[src/rtl/muldiv_pkg.sv]
// Opcodes, controller states and decode helpers shared by the muldiv unit.
// MULDIV_MADD_EN selects whether MADD/MSUB start a real accumulate.
package muldiv_pkg;

    typedef enum logic [2:0] {
        MD_MULT  = 3'd0,
        MD_MULTU = 3'd1,
        MD_DIV   = 3'd2,
        MD_DIVU  = 3'd3,
        MD_MTHI  = 3'd4,
        MD_MTLO  = 3'd5,
        MD_MADD  = 3'd6,
        MD_MSUB  = 3'd7
    } md_op_e;

    typedef enum logic [1:0] {
        MD_IDLE = 2'd0,
        MD_RUN  = 2'd1,
        MD_FIX  = 2'd2
    } md_state_e;

    function automatic logic md_is_div(input md_op_e op);
        return (op == MD_DIV) || (op == MD_DIVU);
    endfunction

    function automatic logic md_is_signed(input md_op_e op);
        return (op == MD_MULT) || (op == MD_DIV) || (op == MD_MADD) || (op == MD_MSUB);
    endfunction

    // Operations that occupy the iterative datapath (divide-by-zero is filtered separately).
    function automatic logic md_is_long(input md_op_e op);
`ifdef MULDIV_MADD_EN
        return (op != MD_MTHI) && (op != MD_MTLO);
`else
        return (op == MD_MULT) || (op == MD_MULTU) || (op == MD_DIV) || (op == MD_DIVU);
`endif
    endfunction

endpackage

[src/rtl/muldiv_core.sv]
// Magnitude datapath: shift-add multiply and restoring divide, one bit per step,
// plus the step counter that flags the final iteration to the controller.
module muldiv_core #(
    parameter int W = 32
) (
    input  logic         clk_i,
    input  logic         rst_i,
    input  logic         load_i,
    input  logic         step_i,
    input  logic         div_i,
    input  logic [W-1:0] a_i,
    input  logic [W-1:0] b_i,
    output logic         last_o,
    output logic [W-1:0] hi_o,
    output logic [W-1:0] lo_o
);

    localparam int CW = $clog2(W);

    logic [2*W-1:0] acc_q, acc_d;
    logic [W-1:0]   b_q;
    logic           div_q;
    logic [CW-1:0]  cnt_q;
    logic [W:0]     add_sum, shifted, diff;

    // acc holds {partial product, multiplier} or {remainder, dividend/quotient}.
    always_comb begin
        // NOTE: every variable gets a value before any branch, so no latch is inferred.
        add_sum = {1'b0, acc_q[2*W-1:W]} + (acc_q[0] ? {1'b0, b_q} : '0);
        shifted = {acc_q[2*W-1:W], acc_q[W-1]};
        diff    = shifted - {1'b0, b_q};
        acc_d   = {add_sum, acc_q[W-1:1]};
        if (div_q) begin
            if (diff[W]) begin
                acc_d = {shifted[W-1:0], acc_q[W-2:0], 1'b0};
            end else begin
                acc_d = {diff[W-1:0], acc_q[W-2:0], 1'b1};
            end
        end
    end

    assign last_o = (cnt_q == CW'(W - 1));
    assign hi_o   = acc_q[2*W-1:W];
    assign lo_o   = acc_q[W-1:0];

    always_ff @(posedge clk_i) begin
        // NOTE: clocked state uses non-blocking assignments so every register sees pre-edge values.
        if (rst_i) begin
            acc_q <= '0;
            b_q   <= '0;
            div_q <= 1'b0;
            cnt_q <= '0;
        end else if (load_i) begin
            acc_q <= {{W{1'b0}}, a_i};
            b_q   <= b_i;
            div_q <= div_i;
            cnt_q <= '0;
        end else if (step_i) begin
            acc_q <= acc_d;
            cnt_q <= last_o ? '0 : cnt_q + 1'b1;
        end
    end

endmodule

[src/rtl/muldiv.sv]
// Iterative multiply/divide unit with its own HI/LO pair for the EXE stage.
// Define MULDIV_MADD_EN to build the MADD/MSUB accumulate path.
module muldiv
    import muldiv_pkg::*;
#(
    parameter int DATA_BITS = 32
) (
    input  logic                 clk_i,
    input  logic                 rst_i,
    input  logic                 en_i,
    input  logic                 start_i,
    input  logic                 cancel_i,
    input  logic [2:0]           oper_i,
    input  logic [DATA_BITS-1:0] a_i,
    input  logic [DATA_BITS-1:0] b_i,
    output logic                 busy_o,
    output logic [DATA_BITS-1:0] hi_o,
    output logic [DATA_BITS-1:0] lo_o,
    output logic                 divide_zero_o
);

    localparam int W = DATA_BITS;

    md_state_e      state_q;
    md_op_e         op_q;
    md_op_e         op;
    logic           busy_q, divide_zero_q;
    logic           neg_lo_q, neg_hi_q;
    logic [W-1:0]   hi_q, lo_q;

    logic           sign_a, sign_b, launch, step;
    logic [W-1:0]   mag_a, mag_b;
    logic           core_last;
    logic [W-1:0]   core_hi, core_lo;
    logic [2*W-1:0] prod_s;
    logic [W-1:0]   quo_s, rem_s;

    assign op = md_op_e'(oper_i);

    always_comb begin
        sign_a = md_is_signed(op) & a_i[W-1];
        sign_b = md_is_signed(op) & b_i[W-1];
        mag_a  = sign_a ? -a_i : a_i;
        mag_b  = sign_b ? -b_i : b_i;
        launch = en_i & ~cancel_i & start_i & (state_q == MD_IDLE)
               & md_is_long(op) & ~(md_is_div(op) & (b_i == '0));
        step   = en_i & ~cancel_i & (state_q == MD_RUN);
    end

    muldiv_core #(.W(W)) u_core (
        .clk_i  (clk_i),
        .rst_i  (rst_i),
        .load_i (launch),
        .step_i (step),
        .div_i  (md_is_div(op)),
        .a_i    (mag_a),
        .b_i    (mag_b),
        .last_o (core_last),
        .hi_o   (core_hi),
        .lo_o   (core_lo)
    );

    // Sign restoration: neg_lo covers product and quotient, neg_hi the remainder.
    always_comb begin
        prod_s = neg_lo_q ? -{core_hi, core_lo} : {core_hi, core_lo};
        quo_s  = neg_lo_q ? -core_lo : core_lo;
        rem_s  = neg_hi_q ? -core_hi : core_hi;
    end

`ifdef MULDIV_MADD_EN
    logic [2*W-1:0] madd_res;

    always_comb begin
        madd_res = (op_q == MD_MSUB) ? ({hi_q, lo_q} - prod_s) : ({hi_q, lo_q} + prod_s);
    end
`endif

    always_ff @(posedge clk_i) begin
        if (rst_i) begin
            state_q       <= MD_IDLE;
            op_q          <= MD_MULT;
            busy_q        <= 1'b0;
            divide_zero_q <= 1'b0;
            neg_lo_q      <= 1'b0;
            neg_hi_q      <= 1'b0;
            hi_q          <= '0;
            lo_q          <= '0;
        end else begin
            divide_zero_q <= 1'b0;
            if (cancel_i) begin
                state_q <= MD_IDLE;
                busy_q  <= 1'b0;
            end else if (en_i) begin
                case (state_q)
                    MD_IDLE: begin
                        if (launch) begin
                            state_q  <= MD_RUN;
                            busy_q   <= 1'b1;
                            op_q     <= op;
                            neg_lo_q <= sign_a ^ sign_b;
                            neg_hi_q <= sign_a;
                        end else if (start_i) begin
                            if (op == MD_MTHI) hi_q <= a_i;
                            if (op == MD_MTLO) lo_q <= a_i;
                            // A divide that did not launch can only be a zero divisor.
                            divide_zero_q <= md_is_div(op);
                        end
                    end
                    MD_RUN: begin
                        if (core_last) state_q <= MD_FIX;
                    end
                    MD_FIX: begin
                        state_q <= MD_IDLE;
                        busy_q  <= 1'b0;
                        case (op_q)
                            MD_MULT, MD_MULTU: {hi_q, lo_q} <= prod_s;
                            MD_DIV, MD_DIVU: begin
                                lo_q <= quo_s;
                                hi_q <= rem_s;
                            end
`ifdef MULDIV_MADD_EN
                            MD_MADD, MD_MSUB: {hi_q, lo_q} <= madd_res;
`endif
                            default: ;
                        endcase
                    end
                    default: begin
                        state_q <= MD_IDLE;
                        busy_q  <= 1'b0;
                    end
                endcase
            end
        end
    end

    assign busy_o        = busy_q;
    assign hi_o          = hi_q;
    assign lo_o          = lo_q;
    assign divide_zero_o = divide_zero_q;

endmodule

[config.mk]
export PLATFORM = sky130hd
export DESIGN_NAME = muldiv
export DESIGN_NICKNAME = d
export VERILOG_FILES = /design/src/rtl/muldiv_pkg.sv /design/src/rtl/muldiv_core.sv /design/src/rtl/muldiv.sv
export SDC_FILE = /design/constraint.sdc
export NUM_CORES = 1
export LEC_CHECK = 0
export CAP_MARGIN = 15
export CORE_MARGIN = 2
export CORE_UTILIZATION = 25
export DETAILED_ROUTE_END_ITERATION = 10
export PLACE_DENSITY_LB_ADDON = 0.25
export SYNTH_ARGS = -nofsm -noshare
export SYNTH_HDL_FRONTEND = slang
export SYNTH_SLANG_ARGS = --single-unit
[constraint.sdc]
create_clock -name clk_i -period 3.9 [get_ports clk_i]
set_input_delay 0.585 -clock clk_i [delete_from_list [all_inputs] [get_ports clk_i]]
set_output_delay 0.585 -clock clk_i [all_outputs]
set_load 0.1 [all_outputs]
=== Word-level counts from Yosys, hierarchy flattened ===
Cells that the tools add are included.
Widths: inputs -> output; s select.

* Register bits: 175
* Input port bits: 72
* Output and inout port bits: 66
* Word-level logic and storage cells: 106

* $add $sub $neg: 8
* Eq/ne operators: 20
* Muxes and demuxes: 26
* Bitwise operators: 16
* Reductions and logical operators: 23

{| class="wikitable"
|+ Operator list
! kind !! number
|-
| $mux 32 || 13
|-
| $pmux 32 s2 || 4
|-
| $mux 64 || 3
|-
| $neg 32->32 || 4
|-
| $neg 64->64 || 1
|-
| $add 32x32->33 || 1
|-
| $sub 33x32->33 || 1
|-
| $logic_not 32->1 || 1
|-
| $reduce_and 7->1 || 2
|-
| $eq 3x2->1 const B || 4
|-
| $eq 3x3->1 const B || 4
|-
| $and 1x1->1 || 9
|-
| $reduce_or 2->1 || 4
|-
| $logic_or 1x1->1 || 7
|-
| $eq 3x1->1 const B || 2
|-
| $logic_not 3->1 || 2
|-
| $ne 2x1->1 const B || 3
|-
| $ne 2x2->1 const B || 3
|-
| $not 1->1 || 6
|-
| $reduce_and 3->1 || 2
|-
| $reduce_or 6->1 || 1
|-
| $add 5x1->5 const B || 1
|-
| $eq 5x5->1 const B || 1
|-
| $mux 5 || 1
|-
| other kinds (11) || 13
|}

=== Logic depth before layout (Yosys ltp) ===
Gate-level depths: netlist of run 1.

* Word-level depth: 8
* Mapped depth: 14
* Gate-level depth less buffers: 12

=== Hierarchy ===
A second synthesis of run 1 with hierarchy kept.

* Cell total of the unflattened synthesis: 2003
* Area total of the unflattened synthesis: 14908.0 µm²

{| class="wikitable"
|+ By module, submodules not included
! module !! instances !! cells an instance !! area an instance (µm²)
|-
| muldiv_core || 1 || 1101 || 8385.5
|-
| muldiv || 1 || 902 || 6522.5
|}

=== Worst setup path before layout of run 1 ===
Ideal clock, no wire load.

* Kind: input-to-reg
* Start point: input b_i[18]
* End point: register lo_q[9], in the netlist lo_o[9]
* Data arrival time: 3.242 ns
* Required time: 3.833 ns
* Setup slack: 0.591 ns
* Stages: 12
* Path buffers: 3
* Cells stage by stage: or4_1 or3_1 or3_1 clkbuf_1 o21a_1 buf_6 nor4_4 nand2_2 buf_4 a211oi_1 a21oi_1 nor2_1

* Longest elaborated chain between the ends: 6

{| class="wikitable"
|+ Ends and longest elaborated chain
! element !! RTL line !! text
|-
| start, declared || muldiv.sv:15 || <nowiki>input logic [DATA_BITS-1:0] b_i,</nowiki>
|-
| $logic_not 32->1 || muldiv.sv:46 || <nowiki>& md_is_long(op) & ~(md_is_div(op) & (b_i == '0));</nowiki>
|-
| $and 1x1->1 || muldiv.sv:46 ||
|-
| $not 1->1 || muldiv.sv:46 ||
|-
| $and 1x1->1 || muldiv.sv:46 ||
|-
| $ne 2x2->1 (no source line) || - ||
|-
| $reduce_and 7->1 (no source line) || - ||
|-
| end signal, assigned || muldiv.sv:104 || <nowiki>if (op == MD_MTLO) lo_q <= a_i;</nowiki>
|-
| end signal, assigned || muldiv.sv:116 || <nowiki>MD_MULT, MD_MULTU: {hi_q, lo_q} <= prod_s;</nowiki>
|-
| end signal, assigned || muldiv.sv:118 || <nowiki>lo_q <= quo_s;</nowiki>
|-
| end, declared || muldiv.sv:29 || <nowiki>logic [W-1:0] hi_q, lo_q;</nowiki>
|}

Every way passes these cells.
A chain may end at the register's enable or synchronous reset.

=== Worst setup path in the final report of run 1 ===
* Start point: register u_core.acc_q[0]
* End point: register u_core.acc_q[61]

* Longest elaborated chain between the ends: 3

{| class="wikitable"
|+ Ends and longest elaborated chain
! element !! RTL line !! text
|-
| start, declared || muldiv_core.sv:20 || <nowiki>logic [2*W-1:0] acc_q, acc_d;</nowiki>
|-
| start signal, assigned || muldiv_core.sv:54 || <nowiki>acc_q <= {{W{1'b0}}, a_i};</nowiki>
|-
| $mux 32 || muldiv_core.sv:29 || <nowiki>add_sum = {1'b0, acc_q[2*W-1:W]} + (acc_q[0] ? {1'b0, b_q} : '0);</nowiki>
|-
| $add 32x32->33 || muldiv_core.sv:29 ||
|-
| $mux 64 || muldiv_core.sv:33 || <nowiki>if (div_q) begin</nowiki>
|}

Every way passes these cells.

==> results of run 1 <==
==> per-layer routing <==
metal  part of all wire  vias to the layer above  track usage
li1                   -                     7335            -
met1               0.48                     7075       0.2583
met2               0.45                      513       0.2983
met3              0.048                       66      0.02386
met4              0.029                        0      0.06193
met5                  0                        -            0
==> sequential cells by signal, indices dropped and copies added, names as in the netlist <==
signal,flops
u_core.acc_q,64
hi_o,32
lo_o,32
u_core.b_q,32
u_core.cnt_q,5
op_q,2
state_q,2
busy_o,1
divide_zero_o,1
neg_hi_q,1
neg_lo_q,1
u_core.div_q,1
==> synthesized netlist by cell type (all sizes together) (15+ instances only) <==
| cell type | n | share of area |
|---|---|---|
| nor2 | 251 | 0.067 |
| a21oi | 210 | 0.075 |
| dfxtp | 174 | 0.25 |
| nand2 | 173 | 0.046 |
| clkbuf | 111 | 0.030 |
| o21ai | 111 | 0.039 |
| xnor2 | 85 | 0.053 |
| a211oi | 79 | 0.042 |
| xor2 | 76 | 0.047 |
| ha | 70 | 0.062 |
| inv | 61 | 0.016 |
| nor3 | 48 | 0.017 |
| a21o | 43 | 0.023 |
| mux2i | 36 | 0.026 |
| nand3 | 32 | 0.011 |
| or3 | 26 | 0.012 |
| a311oi | 22 | 0.014 |
| o31ai | 21 | 0.011 |
| nor4 | 18 | 0.0090 |
| o41ai | 18 | 0.011 |
| a31oi | 17 | 0.0075 |
| buf | 17 | 0.0078 |
| o21a | 16 | 0.0085 |
| o22ai | 16 | 0.0071 |
| o211ai | 15 | 0.0080 |
| or4 | 15 | 0.0080 |
==> stage by stage <==
stage	instances	worst slack, ns	utilization
4_1_cts	2856	0.2743	0.3151
3_5_place_dp	2824	0.02464	0.3043
2_1_floorplan	1925	0.5912	-
3_3_place_gp	2824	0.1114	0.3043
6_report	2856	0.2463	0.3152
5_1_grt	2856	0.02502	0.3152
==> kinds of logic after synthesis <==
family,count (synthesis),synth area share
buffers and inverters,190,0.05383
AO/OA/AOI/OAI,642,0.2919
flip-flops,174,0.2469
adder cells (fa/ha/maj),72,0.06492
multiplexers,50,0.03672
XOR/XNOR,161,0.09996
AND/OR/NAND/NOR,636,0.2058
==> layout make-up <==
type	count	area share
sequential	174	0.1973
tap	756	0.05353
clock buffer	19	0.02563
timing repair buffer	271	0.1415
multi-input combinational	1561	0.5603
clock inverter	13	0.008567
inverter	62	0.01317
==> how the worst max path moves through the flow <==
stage / end / slack [ns] / depth (start not counted)
after global placement: hi_o[28]$_SDFFE_PP0P_ / 0.11 / 10
after CTS: u_core.acc_q[57]$_SDFFE_PP0P_ / 0.27 / 15
final: u_core.acc_q[61]$_SDFFE_PP0P_ / 0.25 / 15
after floorplan: lo_o[9]$_SDFFE_PP0P_ / 0.59 / 12
after global routing: u_core.acc_q[61]$_SDFFE_PP0P_ / 0.03 / 15
after detailed placement: hi_o[23]$_SDFFE_PP0P_ / 0.02 / 13
==> tightest hold or removal path: cells and delay by family, from the launching register on <==
family,cells,cell delay [ns]
flops,1,0.31
buf+inv,1,0.06
simple gates,1,0.04
==> report_power, final <==
part	total [uW]	switching, uW	internal (uW)	leakage, uW
Clock	1840	847	993	0.000302
Combinational	1100	671	431	0.00506
Sequential	1850	40.6	1810	0.00141
==> timing repair <==
| action | in CTS | in global routing |
|---|---|---|
| gates resized for setup | 0 | 1 |
| setup endpoints to repair | 0 | 1 |
| setup buffers | 0 | 0 |
==> impl_metrics.toml, run 1 <==
[finish]
fin_nets = 2231
drive_above_1_share = 0.09810
multi_input_area_um2 = 9902
stdcell_area_um2 = 17670
register_area_um2 = 3487
area_delta_synth_final_pct = 25.27
n_antenna_cell = 0
nFillCells = 6059
final_cell_mix = "nor2_1, a21oi_1, dfxtp_1, nand2_1, clkdlybuf4s50_1"
mostFrequentLayoutCell = "nor2_1"

[timing]
skew_ns = 0.01278
finalSetupTns_ns = 0
drv_slew = 0
fin_crit_ns = 3.654
max_freq_mhz = 273.7
rsz0062_at_grt = "false"
fin_hold_ws_ns = 0.4561
fin_crit_sh = 0.9368
final_hold_viol_count = 0
relSlewSlack = 0.3083
tightest_slew_ns = 1.034
setup_viol = 0

[global_route]
overflow = 0
grt_max_degree = 99
antenna_found_initial = 0
grt_pass1_vias = 14104
grt_usage = 0.1866
grt_pass1_wl_um = 85620

[logic_synthesis]
yosys.cell_types.count = 75
synth-edff-count = 0
ys_warn_count = 0
ys_async_sr_fraction = 0
synth_seq_area_share = 0.2469
syn_nets = 2069
avgSynthCellArea_um2 = 7.328
ys.flop_type = "dfxtp_1"
netlist_area_um2 = 14110
synth_cells = 1925
ys_seq_elements = 174

[clocking]
cts_buffers = 17
cts_root_buf = "clkbuf_16"
cts_hold_buf = 0
clockBufferDepth = 2
htreeDepth = 4
cts.clk_slew.worst_paths_ns = 0.08
clock_latency_ns = 0.48
cts_tree = "built"
cts_sinks = 174

[critical_path]
r2r_cells = 15
crit_required_ns = 4.29
cp_cell_sequence = "inv_1 -> buf_12 -> nor2_1 -> ha_1 -> buf_4 -> a21oi_1 -> nand3b_1 -> or4b_2 -> o22ai_1 -> buf_4 -> o41ai_1 -> o41ai_1 -> xnor2_1 -> nor2_1 -> a211oi_1"
start_kind = "flip-flop"
end_kind = "flip-flop"
path_buf_inv = 4
crit_start = "u_core.acc_q[0]$_SDFFE_PP0P_"
worstPathArrival_ns = 4.05
critPathSlowestCell = "or4b_2"
max_stage_delay_ns = 0.64
crit_type = "flip-flop to flip-flop"
path_max_fanout = 11
r2r_end = "u_core.acc_q[61]$_SDFFE_PP0P_"
r2r-start = "u_core.acc_q[0]$_SDFFE_PP0P_"
reg2reg_slack_ns = 0.25
cp_top_family = "compound AO/OA/AOI/OAI gates"

[power_and_ir_drop]
p_total_uw = 4790
ir_worst_vdd_uv = 331.7
power_density_nw_per_um2 = 271.1
p_leak_uw = 0.006768

[min_path]
min-delay-start = "op_q[2]$_SDFFE_PP0P_"
min_to = "op_q[2]$_SDFFE_PP0P_"
hold_path_class = "flip-flop to flip-flop"
hold_depth = 2

[drt]
via_per_inst = 5.248
drt_first_pass_iters = 5
drt_wl_total_um = 56360
detail_route.wl_per_cell_um = 19.73
drc_errors = 0
drtIter0Drc = 1325
postRouteAntennaNets = 0
vias = 14989

[floorplan]
initial_core_util = 0.2516
pin_count = 138
die_w_um = 241.6
die_area_um2 = 58350
core_area_um2 = 56060
num_rows = 87
dieHeight_um = 241.6

[placed_design]
placed_cell_area_um2 = 17060
place_hpwl_um = 44210
numPortBuffers = 137
gp_congestion = 0.9536

[outcome]
outcome = "complete, no violations"

[flow_run]
max_cap_violations = 0
Note: power is estimated with default switching activity, not from simulation.
==> inputs of run 2 (changes only) <==
==> constraint.sdc (replaced) <==
create_clock -name clk_i -period 3.9 [get_ports clk_i]
set_input_delay 0.78 -clock clk_i [delete_from_list [all_inputs] [get_ports clk_i]]
set_output_delay 0.78 -clock clk_i [all_outputs]
set_load 0.1 [all_outputs]
==> run 2 against run 1 <==
Against the previous run:
- clock skew up 0.0057 ns
- global-route usage up 0.073 points
- register-to-register slack better by 0.02 ns
- final area up 0.16%
- hold slack better by 0.0013 ns
- sequential power about the same
- critical endpoint unchanged
- largest cell class unchanged
==> impl_metrics.toml, run 2 (synthesized netlist as in run 1, its figures left out) <==
[floorplan]
die_w_um = 241.6
die_area_um2 = 58350
pin_count = 138
core_area_um2 = 56060
dieHeight_um = 241.6
num_rows = 87
initial_core_util = 0.2516

[critical_path]
worstPathArrival_ns = 4.02
start_kind = "flip-flop"
end_kind = "flip-flop"
path_max_fanout = 14
max_stage_delay_ns = 0.65
crit_type = "flip-flop to flip-flop"
cp_top_family = "compound AO/OA/AOI/OAI gates"
path_buf_inv = 4
critPathSlowestCell = "or4b_2"
crit_required_ns = 4.29
cp_cell_sequence = "inv_1 -> buf_12 -> buf_4 -> nor2_1 -> ha_1 -> a21oi_1 -> o21ai_0 -> or4b_2 -> o22ai_1 -> buf_4 -> o41ai_1 -> o41ai_1 -> xnor2_1 -> nor2_1 -> a211oi_1"

[global_route]
grt_pass1_vias = 14127
grt_pass1_wl_um = 85750
grt_usage = 0.1873
overflow = 0
antenna_found_initial = 0
grt_max_degree = 68

[placed_design]
gp_congestion = 0.9550
numPortBuffers = 137
dp_cells = 2830
detailedPlace.worstSlack_ns = -0.1018
place_hpwl_um = 44490

[drt]
detail_route.wl_per_cell_um = 19.63
drc_errors = 0
via_per_inst = 5.233
vias = 14977
postRouteAntennaNets = 0
drt_first_pass_iters = 5
drt_wl_total_um = 56180
drtIter0Drc = 1222

[timing]
fin_ws_ns = 0.2704
final_hold_viol_count = 0
relSlewSlack = 0.2268
rsz0062_at_grt = "false"
tightest_slew_ns = 1.160
fin_crit_ns = 3.630
drv_slew = 0
skew_ns = 0.01852
max_freq_mhz = 275.5
setup_viol = 0
fin_crit_sh = 0.9307

[finish]
area_delta_synth_final_pct = 25.47
largest_register_ffs = 64
drive_above_1_share = 0.1002
stdcell_count = 2862
top_register = "u_core.acc_q"
register_area_um2 = 3487
postLayoutCoreUtil = 0.3157
n_antenna_cell = 0
mostFrequentLayoutCell = "nor2_1"
nFillCells = 6000
final_cell_mix = "nor2_1, a21oi_1, dfxtp_1, nand2_1, clkdlybuf4s50_1"
fin_nets = 2237
multi_input_area_um2 = 9896

[clocking]
cts_tree = "built"
postCtsSetupRepairBufs = 0
cts_hold_buf = 0
clock_latency_ns = 0.48
clockBufferDepth = 2
cts_sinks = 174
cts.clk_slew.worst_paths_ns = 0.08
ctsResizeCount = 0
cts_buffers = 17
htreeDepth = 4
cts_root_buf = "clkbuf_16"

[min_path]
hold_path_class = "flip-flop to flip-flop"

[power_and_ir_drop]
ir_worst_vdd_uv = 322.4
power_density_nw_per_um2 = 269.8
p_leak_uw = 0.006788
p_total_uw = 4776

[flow_run]
max_cap_violations = 0

[outcome]
outcome = "complete, no violations"
run 2: tightest hold or removal path, cell delays in order, from the launching register on:
cell     delay, ns
dfxtp_1       0.31
nand2_1       0.05
a21oi_1       0.05
run 2: per-layer routing:
| layer | global-route usage | vias to the layer above | part of all wire | routed length, um |
|---|---|---|---|---|
| met5 | 0 | - | 0 | 0 |
| met4 | 0.08842 | 0 | 0.045 | 2517 |
| met3 | 0.02497 | 91 | 0.053 | 2967 |
| met2 | 0.2852 | 485 | 0.43 | 24180 |
| met1 | 0.2604 | 7063 | 0.47 | 26520 |
| li1 | - | 7338 | - | - |
run 2: cell type report:
type                            count  area share
Clock inverter                     13    0.008058
Sequential cell                   174      0.1970
Tap cell                          756     0.05344
Clock buffer                       19     0.02622
Inverter                           62     0.01315
Timing Repair Buffer              277      0.1431
Multi-Input combinational cell   1561      0.5591
run 2: final timing paths:
kind	from	endpoint	slack (ns)	depth (start not counted)
worst min register to register	op_q[1]$_SDFFE_PP0P_	op_q[1]$_SDFFE_PP0P_	0.46	2
worst min-delay path	op_q[1]$_SDFFE_PP0P_	op_q[1]$_SDFFE_PP0P_	0.46	2
worst max register to register	u_core.acc_q[0]$_SDFFE_PP0P_	u_core.acc_q[61]$_SDFFE_PP0P_	0.27	15
worst max-delay path	u_core.acc_q[0]$_SDFFE_PP0P_	u_core.acc_q[61]$_SDFFE_PP0P_	0.27	15
run 2: per-stage QoR:
stage | hold slack [ns] | cell area (um2) | setup TNS, ns
after global placement | 0.4463 | 17090 | -1.267
after detailed placement | 0.4501 | 17090 | -2.971
after CTS | 0.4607 | 17700 | 0
final | 0.4574 | 17700 | 0
after global routing | 0.4857 | 17700 | 0
after floorplan | 0.4302 | 14110 | 0
run 2: where the power goes:
group / switching, uW / internal [uW]
clock network: 866 / 961
logic: 668 / 434
registers: 39.3 / 1810
==> inputs of run 3 (changes only) <==
- CORE_UTILIZATION: 25 -> 59
==> run 3 against run 2 <==
Against the previous run:
- utilization up 40 points
- setup slack worse by 0.050 ns
- clock power down 4%
- via count up 3.2%
- critical endpoint is now hi_o[17]$_SDFFE_PP0P_
- sequential cell count unchanged
- hold slack better by 0.013 ns
- count of clock-buffer cells in the layout down 2
- critical path type is now input port to flip-flop
- sequential power about the same
==> impl_metrics.toml, run 3 (synthesized netlist as in run 1, its figures left out) <==
[finish]
register_area_um2 = 3485
fin_nets = 2193
mostFrequentLayoutCell = "nor2_1"
multi_input_area_um2 = 9899
postLayoutCoreUtil = 0.7160
nFillCells = 1917
top_register = "u_core.acc_q"
area_delta_synth_final_pct = 19.13
final_cell_mix = "nor2_1, a21oi_1, dfxtp_1, nand2_1, clkdlybuf4s50_1"
n_antenna_cell = 0
drive_above_1_share = 0.08196
largest_register_ffs = 64
stdcell_area_um2 = 16810

[drt]
postRouteAntennaNets = 0
drt_first_pass_iters = 6
vias = 15453
detail_route.wl_per_cell_um = 19.95
drtIter0Drc = 1884
drc_errors = 0
drt_wl_total_um = 47500
via_per_inst = 6.490

[placed_design]
placed_cell_area_um2 = 16200
gp_congestion = 0.9770
numPortBuffers = 137
place_hpwl_um = 35930

[timing]
relSlewSlack = 0.3331
fin_crit_ns = 3.680
final_hold_viol_count = 0
setup_viol = 0
max_freq_mhz = 271.8
skew_ns = 0.01949
rsz0062_at_grt = "false"
drv_slew = 0
tightest_slew_ns = 0.9973
fin_crit_sh = 0.9435

[clocking]
clock_latency_ns = 0.45
cts_buffers = 17
cts_root_buf = "clkbuf_16"
ctsResizeCount = 0
cts_hold_buf = 0
postCtsSetupRepairBufs = 0
cts_sinks = 174
clockBufferDepth = 2
cts.clk_slew.worst_paths_ns = 0.08
cts_tree = "built"
htreeDepth = 4

[floorplan]
core_area_um2 = 23470
num_rows = 56
die_area_um2 = 25160
dieHeight_um = 158.6
die_w_um = 158.6
initial_core_util = 0.6010
pin_count = 138

[global_route]
antenna_found_initial = 0
grt_usage = 0.3746
grt_pass1_vias = 14098
overflow = 0
grt_pass1_wl_um = 74640
grt_max_degree = 84

[critical_path]
worstPathArrival_ns = 4.04
start_kind = "input port"
cp_cell_sequence = "clkdlybuf4s50_1 -> inv_1 -> ha_1 -> nor4b_1 -> buf_4 -> nand4bb_1 -> or3_1 -> o21a_2 -> nor4_4 -> buf_4 -> and2_2 -> buf_12 -> nor2_1 -> a311oi_1"
critPathSlowestCell = "clkdlybuf4s50_1"
max_stage_delay_ns = 0.41
path_max_fanout = 26
crit_required_ns = 4.26
end_kind = "flip-flop"
crit_path_frequent_cell = "buf_4"
crit_type = "input port to flip-flop"

[power_and_ir_drop]
power_density_nw_per_um2 = 277.4
p_leak_uw = 0.006565
ir_worst_vdd_uv = 240.6

[min_path]
hold_path_class = "flip-flop to flip-flop"

[flow_run]
max_cap_violations = 0

[outcome]
outcome = "complete, no violations"
-- run 3: cell types whose count changed in the layout (fill, tap and decap cells not counted), moves of 2 or more --
cell,change
clkinv_8,+3
inv_6,-4
clkinv_4,+2
buf_4,-44
-- run 3: path summary, 6_finish.rpt --
check                             endpoint  cells past startpoint  slack [ns]                     startpoint
max                  hi_o[17]$_SDFFE_PP0P_                     14        0.22                         b_i[1]
min                  hi_o[22]$_SDFFE_PP0P_                      2        0.47          hi_o[22]$_SDFFE_PP0P_
max reg2reg  u_core.acc_q[44]$_SDFFE_PP0P_                     12        0.26  u_core.acc_q[32]$_SDFFE_PP0P_
min reg2reg          hi_o[22]$_SDFFE_PP0P_                      2        0.47          hi_o[22]$_SDFFE_PP0P_
-- run 3: metrics by stage --
step | power [uW] | hold slack, ns | instances | setup slack (ns) | TNS [ns]
6_report | 4662 | 0.4708 | 2381 | 0.2202 | 0
3_3_place_gp | 2898 | 0.4411 | 2349 | -0.06303 | -0.7140
2_1_floorplan | 2521 | 0.4302 | 1925 | 0.3962 | 0
5_1_grt | 4797 | 0.4834 | 2381 | 0.03494 | 0
3_5_place_dp | 2914 | 0.4574 | 2349 | -0.2829 | -9.315
4_1_cts | 4630 | 0.4681 | 2381 | 0.1751 | 0
-- run 3: final cells by class --
type	instances	share of cell area
clock inverter	15	0.01020
clock buffer	17	0.02531
sequential	174	0.2073
tap	319	0.02375
multi-input combinational	1561	0.5890
inverter	62	0.01385
timing repair buffer	233	0.1305
-- run 3: metal layers --
layer / global-route usage / share of wire
met1: 0.5289 / 0.42
met5: 0 / 0
met2: 0.5733 / 0.43
met4: 0.1394 / 0.035
met3: 0.06097 / 0.12
-- run 3: worst max-delay path: cells and delay by family --
family	cells	cell delay (ns)
buf+inv	5	1.03
simple gates	6	1.47
compound gates	2	0.53
fa+ha+maj	1	0.22
-- run 3: report_power, final --
part	switching, uW	leakage (uW)	internal [uW]	total, uW
clock	886	0.000288	864	1750
sequential	38.9	0.00141	1810	1850
combinational	646	0.00487	420	1070
